==> config.mk <==
export PLATFORM = sky130hd
export DESIGN_NAME = reorder_buffer
export DESIGN_NICKNAME = d
export VERILOG_FILES = /design/src/rtl/reorder_buffer.sv
export SDC_FILE = /design/constraint.sdc
export NUM_CORES = 1
export LEC_CHECK = 0
export ABC_CLOCK_PERIOD_IN_PS = 3100
export BUFFER_PORTS_ARGS = -buffer_cell sky130_fd_sc_hd__buf_2
export CAP_MARGIN = 20
export CORE_MARGIN = 4
export CORE_UTILIZATION = 53
export CTS_CLUSTER_DIAMETER = 100
export DETAILED_ROUTE_END_ITERATION = 10
export GPL_ROUTABILITY_DRIVEN = 0
export GPL_TIMING_DRIVEN = 1
export MAX_ROUTING_LAYER = met4
export PLACE_DENSITY = 0.76
export SLEW_MARGIN = 15
export SYNTH_ARGS = -nofsm -noshare
export SYNTH_HDL_FRONTEND = slang
export SYNTH_SLANG_ARGS = --single-unit
export TNS_END_PERCENT = 20
==> constraint.sdc <==
create_clock -name clk -period 3.1 [get_ports clk]
set_input_delay 0.465 -clock clk [delete_from_list [all_inputs] [get_ports clk]]
set_output_delay 0.465 -clock clk [all_outputs]
set_load 0.1 [all_outputs]
==> src/rtl/reorder_buffer.sv <==
// Circular reorder buffer: allocates at tail, captures CDB results, retires in order from head.
// Optional ROB_CDB_FWD_EN forwards a same-cycle CDB result onto the source-operand read ports.
module reorder_buffer #(
  parameter int unsigned data_width = 16,
  parameter int unsigned tag_width  = 3
) (
  input  logic                          clk,
  input  logic                          reset_n,
  input  logic                          rob_write_enable,
  input  logic [3:0]                    rob_opcode,
  input  logic [2:0]                    rob_dest,
  input  logic [data_width-1:0]         rob_value_in,
  // CDB_in packs {valid, tag, data}, MSB first
  input  logic [tag_width+data_width:0] CDB_in,
  input  logic [tag_width-1:0]          rob_sr1_read_addr,
  input  logic [tag_width-1:0]          rob_sr2_read_addr,
  output logic                          rob_full,
  output logic [tag_width-1:0]          rob_addr,
  output logic [data_width-1:0]         rob_sr1_value_out,
  output logic [data_width-1:0]         rob_sr2_value_out,
  output logic                          rob_sr1_valid_out,
  output logic                          rob_sr2_valid_out,
  output logic                          commit_we,
  output logic [2:0]                    commit_dest,
  output logic [data_width-1:0]         commit_value,
  output logic [tag_width-1:0]          commit_tag,
  output logic                          flush,
  output logic [data_width-1:0]         flush_pc
);

  localparam int unsigned Depth = 1 << tag_width;
  localparam int unsigned CntW  = tag_width + 1;
  localparam logic [3:0]  OpBr  = 4'b0000;
  localparam logic [3:0]  OpLea = 4'b1110;

  logic                  cdb_valid;
  logic [tag_width-1:0]  cdb_tag;
  logic [data_width-1:0] cdb_data;

  assign {cdb_valid, cdb_tag, cdb_data} = CDB_in;

  logic [Depth-1:0]      valid_q, valid_d;
  logic [Depth-1:0]      ready_q, ready_d;
  logic [Depth-1:0]      mispred_q, mispred_d;
  logic [3:0]            opcode_q [Depth];
  logic [3:0]            opcode_d [Depth];
  logic [2:0]            dest_q [Depth];
  logic [2:0]            dest_d [Depth];
  logic [data_width-1:0] value_q [Depth];
  logic [data_width-1:0] value_d [Depth];
  logic [tag_width-1:0]  head_q, head_d;
  logic [tag_width-1:0]  tail_q, tail_d;
  logic [CntW-1:0]       count_q, count_d;

  logic alloc;
  logic retire;
  logic head_is_br;

  assign rob_full   = (count_q == CntW'(Depth));
  assign rob_addr   = tail_q;
  assign alloc      = rob_write_enable && !rob_full;
  assign retire     = valid_q[head_q] && ready_q[head_q];
  assign head_is_br = (opcode_q[head_q] == OpBr);

  always_comb begin
    commit_we    = 1'b0;
    commit_dest  = '0;
    commit_value = '0;
    commit_tag   = '0;
    flush        = 1'b0;
    flush_pc     = '0;
    if (retire) begin
      if (head_is_br) begin
        flush    = mispred_q[head_q];
        flush_pc = mispred_q[head_q] ? value_q[head_q] : '0;
      end else begin
        commit_we    = 1'b1;
        commit_dest  = dest_q[head_q];
        commit_value = value_q[head_q];
        commit_tag   = head_q;
      end
    end
  end

  always_comb begin
    valid_d   = valid_q;
    ready_d   = ready_q;
    mispred_d = mispred_q;
    opcode_d  = opcode_q;
    dest_d    = dest_q;
    value_d   = value_q;
    head_d    = head_q;
    tail_d    = tail_q;
    count_d   = count_q;
    if (flush) begin
      // Mispredicted branch: everything younger is wrong-path, drop it all.
      valid_d = '0;
      head_d  = '0;
      tail_d  = '0;
      count_d = '0;
    end else begin
      if (retire) begin
        valid_d[head_q] = 1'b0;
        head_d          = head_q + 1'b1;
      end
      if (cdb_valid && valid_q[cdb_tag] && !ready_q[cdb_tag]) begin
        ready_d[cdb_tag] = 1'b1;
        if (opcode_q[cdb_tag] == OpBr) begin
          mispred_d[cdb_tag] = cdb_data[0];
        end else begin
          value_d[cdb_tag] = cdb_data;
        end
      end
      if (alloc) begin
        valid_d[tail_q]   = 1'b1;
        ready_d[tail_q]   = (rob_opcode == OpLea);
        mispred_d[tail_q] = 1'b0;
        opcode_d[tail_q]  = rob_opcode;
        dest_d[tail_q]    = rob_dest;
        value_d[tail_q]   = rob_value_in;
        tail_d            = tail_q + 1'b1;
      end
      count_d = count_q + CntW'(alloc) - CntW'(retire);
    end
  end

  always_ff @(posedge clk or negedge reset_n) begin
    if (!reset_n) begin
      valid_q   <= '0;
      ready_q   <= '0;
      mispred_q <= '0;
      opcode_q  <= '{default: '0};
      dest_q    <= '{default: '0};
      value_q   <= '{default: '0};
      head_q    <= '0;
      tail_q    <= '0;
      count_q   <= '0;
    end else begin
      valid_q   <= valid_d;
      ready_q   <= ready_d;
      mispred_q <= mispred_d;
      opcode_q  <= opcode_d;
      dest_q    <= dest_d;
      value_q   <= value_d;
      head_q    <= head_d;
      tail_q    <= tail_d;
      count_q   <= count_d;
    end
  end

  always_comb begin
    rob_sr1_value_out = value_q[rob_sr1_read_addr];
    rob_sr1_valid_out = valid_q[rob_sr1_read_addr] && ready_q[rob_sr1_read_addr];
    rob_sr2_value_out = value_q[rob_sr2_read_addr];
    rob_sr2_valid_out = valid_q[rob_sr2_read_addr] && ready_q[rob_sr2_read_addr];
`ifdef ROB_CDB_FWD_EN
    if (cdb_valid && cdb_tag == rob_sr1_read_addr && valid_q[rob_sr1_read_addr]
        && !ready_q[rob_sr1_read_addr]) begin
      rob_sr1_value_out = cdb_data;
      rob_sr1_valid_out = 1'b1;
    end
    if (cdb_valid && cdb_tag == rob_sr2_read_addr && valid_q[rob_sr2_read_addr]
        && !ready_q[rob_sr2_read_addr]) begin
      rob_sr2_value_out = cdb_data;
      rob_sr2_valid_out = 1'b1;
    end
`endif
  end

endmodule

==> Word level (Yosys, flattened, before mapping) <==
Index checks and enable logic that the tools add are counted.
{ "classes": {"eq_ne": 2, "mux": 89, "addsub": 4, "n_bitwise": 12, "n_reduce_logical": 18, "order_cmp": 15} }
{ "op_table": {"columns": ["op", "count"], "rows": [
  ["2-to-1 mux 128 bit", 4],
  ["bitwise mux 128 bit", 2],
  ["2-to-1 mux 16 bit", 13],
  ["binary-select mux 16 bit (select 3 bit)", 3],
  ["demux 16 bit (select 3 bit)", 2],
  ["2-to-1 mux 8 bit", 11],
  ["2-to-1 mux 3 bit", 11],
  ["bitwise mux 32 bit", 1],
  ["binary-select mux 1 bit (select 3 bit)", 9],
  ["binary-select mux 4 bit (select 3 bit)", 2],
  ["bitwise mux 24 bit", 1],
  ["2-to-1 mux 4 bit", 6],
  ["greater-or-equal comparator 4 bit (second input constant)", 5],
  ["< comparator 3 x 4 -> 1 bit (second input constant)", 5],
  ["inverter 3 -> 4 bit", 5],
  ["bitwise AND 8 bit", 2],
  ["bitwise mux 8 bit", 2],
  ["2-to-1 mux 1 bit", 16],
  ["inverter 8 bit", 2],
  ["bitwise OR 8 bit", 2],
  ["demux 4 bit (select 3 bit)", 1],
  ["logical AND 1 bit", 11],
  ["binary-select mux 3 bit (select 3 bit)", 1],
  ["demux 1 bit (select 3 bit)", 3],
  ["12 further kinds", 20]
]} }
{ "totals": {"out_inout_bits": 78, "word_cells": 170, "register_bits": 218} }

==> Depth between registers and ports, before layout <==
{ "logic_depth": {"depth_word": 11, "depth_mapped": 15, "depth_no_buf": 12} }

==> Worst setup path before layout <==
Ideal clock, no wire load.
{ "synth_path": {"path_kind": "input port to output port", "startpoint": "input port rob_sr1_read_addr[0]", "endpoint": "output port rob_sr1_valid_out", "path_buffers": 2, "arrival_ns": 3.797, "cell_stages": 4, "required_ns": 2.635, "slack_ns": -1.162, "path_cell_list": "clkbuf_1 > clkbuf_1 > mux4_2 > o21ai_0"} }
{ "synth_via": {"elab_chain_len": 3} }
{ "synth_rtl": {"columns": ["item", "line_no", "source"], "rows": [
  ["start, declared", "15", "input logic [tag_width-1:0] rob_sr1_read_addr,"],
  ["binary-select mux 1 bit (select 3 bit)", "153", "rob_sr1_valid_out = valid_q[rob_sr1_read_addr] && ready_q[rob_sr1_read_addr];"],
  ["2-to-1 mux 1 bit (implied by the code)", "153", null],
  ["logical AND 1 bit *", "153", null],
  ["end, declared", "21", "output logic rob_sr1_valid_out,"]
]} }
Every way passes the cells marked *; elsewhere a longest branch is shown, timed or not. The select of a mux whose other input is x is not followed.

==> Worst setup path after layout <==
{ "layout_path": {"startpoint": "register head_q[0]", "endpoint": "output port flush"} }
{ "layout_via": {"elab_chain_len": 7} }
{ "layout_rtl": {"columns": ["item", "line_no", "source"], "rows": [
  ["start, declared", "51", "logic [tag_width-1:0] head_q, head_d;"],
  ["start signal, assigned", "135", "head_q <= '0;"],
  ["start signal, assigned", "145", "head_q <= head_d;"],
  ["inverter 3 -> 4 bit (implied by the code)", "63", "assign head_is_br = (opcode_q[head_q] == OpBr);"],
  ["binary-select mux 4 bit (select 3 bit)", "63", null],
  ["2-to-1 mux 4 bit (implied by the code) (2 in series)", "63", null],
  ["logical NOT 4 bit", "63", null],
  ["2-to-1 mux 1 bit", "73", "if (head_is_br) begin"],
  ["2-to-1 mux 1 bit *", "72", "if (retire) begin"],
  ["end, declared", "27", "output logic flush,"]
]} }
Marked as above.

==> metrics.md <==
| Metric | Value |
|---|---|
| Worst-path clk slew | 0.07 ns |
| Worst Hold Class | input pin to register |
| Global-route wire length before repair | 79400 um |
| Critical path cell sequence | buf_4, mux4_2, mux2i_1, a41o_4, inv_8, nand2_8, buf_12, clkinvlp_4, buf_12 |
| Initial Utilization | 0.540 |
| Cell repeated most along the worst path | buf_12 |
| Post-synthesis mux area share | 0.185 |
| Die Width | 171 um |
| R2R Path End | count_q[2] |
| Setup Crit Path Kind | register to primary output |
| Commonest non-fill, non-tap cells in the layout | dfrtp_1, nor2_1, o21ai_0 |
| Slew @ Worst Pin | 0.926 ns |
| Synth Area in XOR/XNOR | 0.00186 |
| H-tree levels | 1 |
| GR Overflow Total | 0 |
| Min-Delay Path Depth | 2 |
| Area contributors post-synth | dfrtp_1, mux4_2, o221a_2 |
| Fin. Hold Viols | 0 |
| Vias/cell | 7.45 |
| Post-Synthesis Cell Area | 14100 sq um |
| Min Tclk post-route | 3.18 ns |
| Io pins | 130 |
| EDFF count, synth | 0 |
| Violated checks | negative setup slack |
| Antenna Nets Post-Route | 0 |
| Hold Crit Start | rob_dest[1] |
| Syn Nets | 1404 |
| Nature of the critical path startpoint | register |
| Asr flop ratio synth | 1.00 |
| Unrepaired setup endpoints after global routing | yes |
| Hold slack | 0.267 ns |
| Worst Path Arrival | 2.72 ns |
| Warnings, synthesis | 0 |
| Core outline area | 26100 sq um |
| Fraction of layout cells with a size suffix above 1 | 0.453 |
| Total GRT Usage | 0.359 |
| Largest family of logic cells by synthesized area | compound AO/OA/AOI/OAI gates |
| Routed met1 length | 18400 um |
| Max transition margin | 0.382 |
| Dpl cell area | 16100 sq um |
| Setup ws final | -0.0821 ns |
| Adder-Cell Fraction of Synth Area | 0.00762 |
| Diode count | 0 |
| Crit Reg-Reg Startpoint | head_q[0] |
| Top sig layer | met4 |
| Total iterations of the first detailed-routing run | 9 |
| Final clock skew | 0.0273 ns |
| Area growth, synth to finish | 25.1% |
| Reg2Reg Setup Slack | 0.03 ns |
| Vias in the first global route | 13564 |
| Die footprint | 29300 sq um |
| Routed vias | 13477 |
| Port bufs | 129 |
| Final #Nets | 1514 |
| Initial antenna violation count | 0 |
| WL final | 52300 um |
| DRT iter0 DRCs | 2119 |
| Distinct cells, synth | 63 |
| Critical path required time | 2.63 ns |
| Synth Area in Compound Gates | 0.254 |
| Tcrit/Tclk final | 1.03 |
| Remaining DRCs | 0 |
| WL/cell | 28.9 um |
| Synth Area per Inst | 10.5 sq um |
| Clk root buf | clkbuf_16 |
| Deepest clock path buffer count | 3 |
| Cell Rows | 59 |
| Max-Cap Viols | 0 |
| Endpoint class of the critical path | primary output |
| Met2 wire length | 23800 um |
| Design Area, Final | 17700 sq um |
| WL met3 | 6680 um |
| Max incr delay on CP | 0.49 ns |
| Max frequency | 314 MHz |
| Synth area leader | dfrtp_1 |
| Detail Placement HPWL | 31300 um |
| CTS sink cnt | 218 |
| Largest net degree at the start of global routing | 149 |
| Clk_lat worst skew | 0.55 ns |
| Slew Viols, Final | 0 |
| CP max-delay cell | mux4_2 |
| Synth Instances | 1344 |
| Cts bufs inserted | 25 |
| Status | finished, violations left |
| Worst-path fanout max | 6 |
| CTS tree | built |
| Top-area cell type share of the netlist area | 0.386 |
| Commonest non-fill, non-tap cell in the layout | dfrtp_1 |
| R2R cell count | 13 |
| Hold EP | dest_q[16] |
| Die Ht | 171 um |
| FF+latch count, synth | 218 |
| Setup violators final | 37 |
| Sequential share of the synthesized area | 0.386 |
| Synth Flop Type | dfrtp_1 |
| Simple-gate share of the synthesized area | 0.111 |
## metrics by stage
step / instances / setup WS (ns) / util / setup TNS [ns]
floorplan: 1344 / -0.300 / - / -5.47
global placement: 1735 / 0.114 / 0.617 / 0
detailed placement: 1736 / -0.0413 / 0.618 / -0.291
CTS: 1799 / -0.0387 / 0.668 / -0.190
global route: 1808 / -0.121 / 0.676 / -3.53
finish: 1808 / -0.0821 / 0.676 / -1.73
## worst max-delay path: cells and delay by family, from the launching register on
| family | cells | cell delay (ns) |
|---|---|---|
| compound gates | 1 | 0.19 |
| simple gates | 1 | 0.12 |
| flops | 1 | 0.42 |
| mux | 2 | 0.71 |
| buf+inv | 5 | 0.70 |
## Yosys cell counts (all sizes together) (2+ instances only)
cell type / number
ha: 7
o22a: 9
nand4b: 6
and4: 16
o22ai: 24
nor3: 9
o221a: 131
nand3b: 11
mux4: 70
o2bb2ai: 2
a21oi: 41
and2: 2
o21ai: 142
nand4: 5
and3: 2
nand2: 34
a22oi: 72
mux2: 89
nor3b: 3
nor2: 193
a22o: 2
inv: 21
o211ai: 13
nand3: 16
or4: 3
a31oi: 9
xor2: 3
nor2b: 6
dfrtp: 218
buf: 79
a221oi: 3
or3b: 6
clkbuf: 72
mux2i: 4
or3: 2
nor4: 9
## state kept, by name, summed over array words and instances, names as in the netlist
register and flops:
count_q 4, ready_q 8, rob_addr 3, head_q 3, valid_q 8, mispred_q 8, value_q 128, opcode_q 32
dest_q 24
## routing by layer
metal | global-route usage | vias to the layer above
li1 | - | 5458
met1 | 0.443 | 6586
met2 | 0.539 | 1133
met3 | 0.0972 | 300
met4 | 0.203 | 0
met5 | - | -
## worst max-delay path by stage
stage,slack [ns],start,end
floorplan,-0.30,head_q[0],flush_pc[10]
global placement,0.11,head_q[0],value_q[30]
detailed placement,-0.04,head_q[0],value_q[115]
CTS,-0.04,head_q[0],flush_pc[3]
global route,-0.12,head_q[2],flush_pc[4]
finish,-0.08,head_q[0],flush
## kinds of logic after synthesis
logic type / after synthesis
mux: 163
compound gates: 455
simple gates: 324
flops: 218
xor+xnor: 3
buf+inv: 173
fa+ha+maj: 8
## cell type report
class	instances	area, sq um
well taps	335	419
multi-input cells	953	8480
flip-flops and latches	218	5460
inverters	22	104
clock buffers	30	684
fillers	1872	8470
repair buffers	234	2320
clock inverters	16	196
## what timing repair did
action,CTS,global route
hold buffers,1,0
setup buffers,12,8
cloned,4,0
gates resized for setup,54,30
setup endpoints to repair,56,59
endpoints found under the hold margin,42,0
pin swaps,9,18
Power is not shown: default switching activity piles up to over one toggle a cycle in this logic, so the estimate is an artifact.
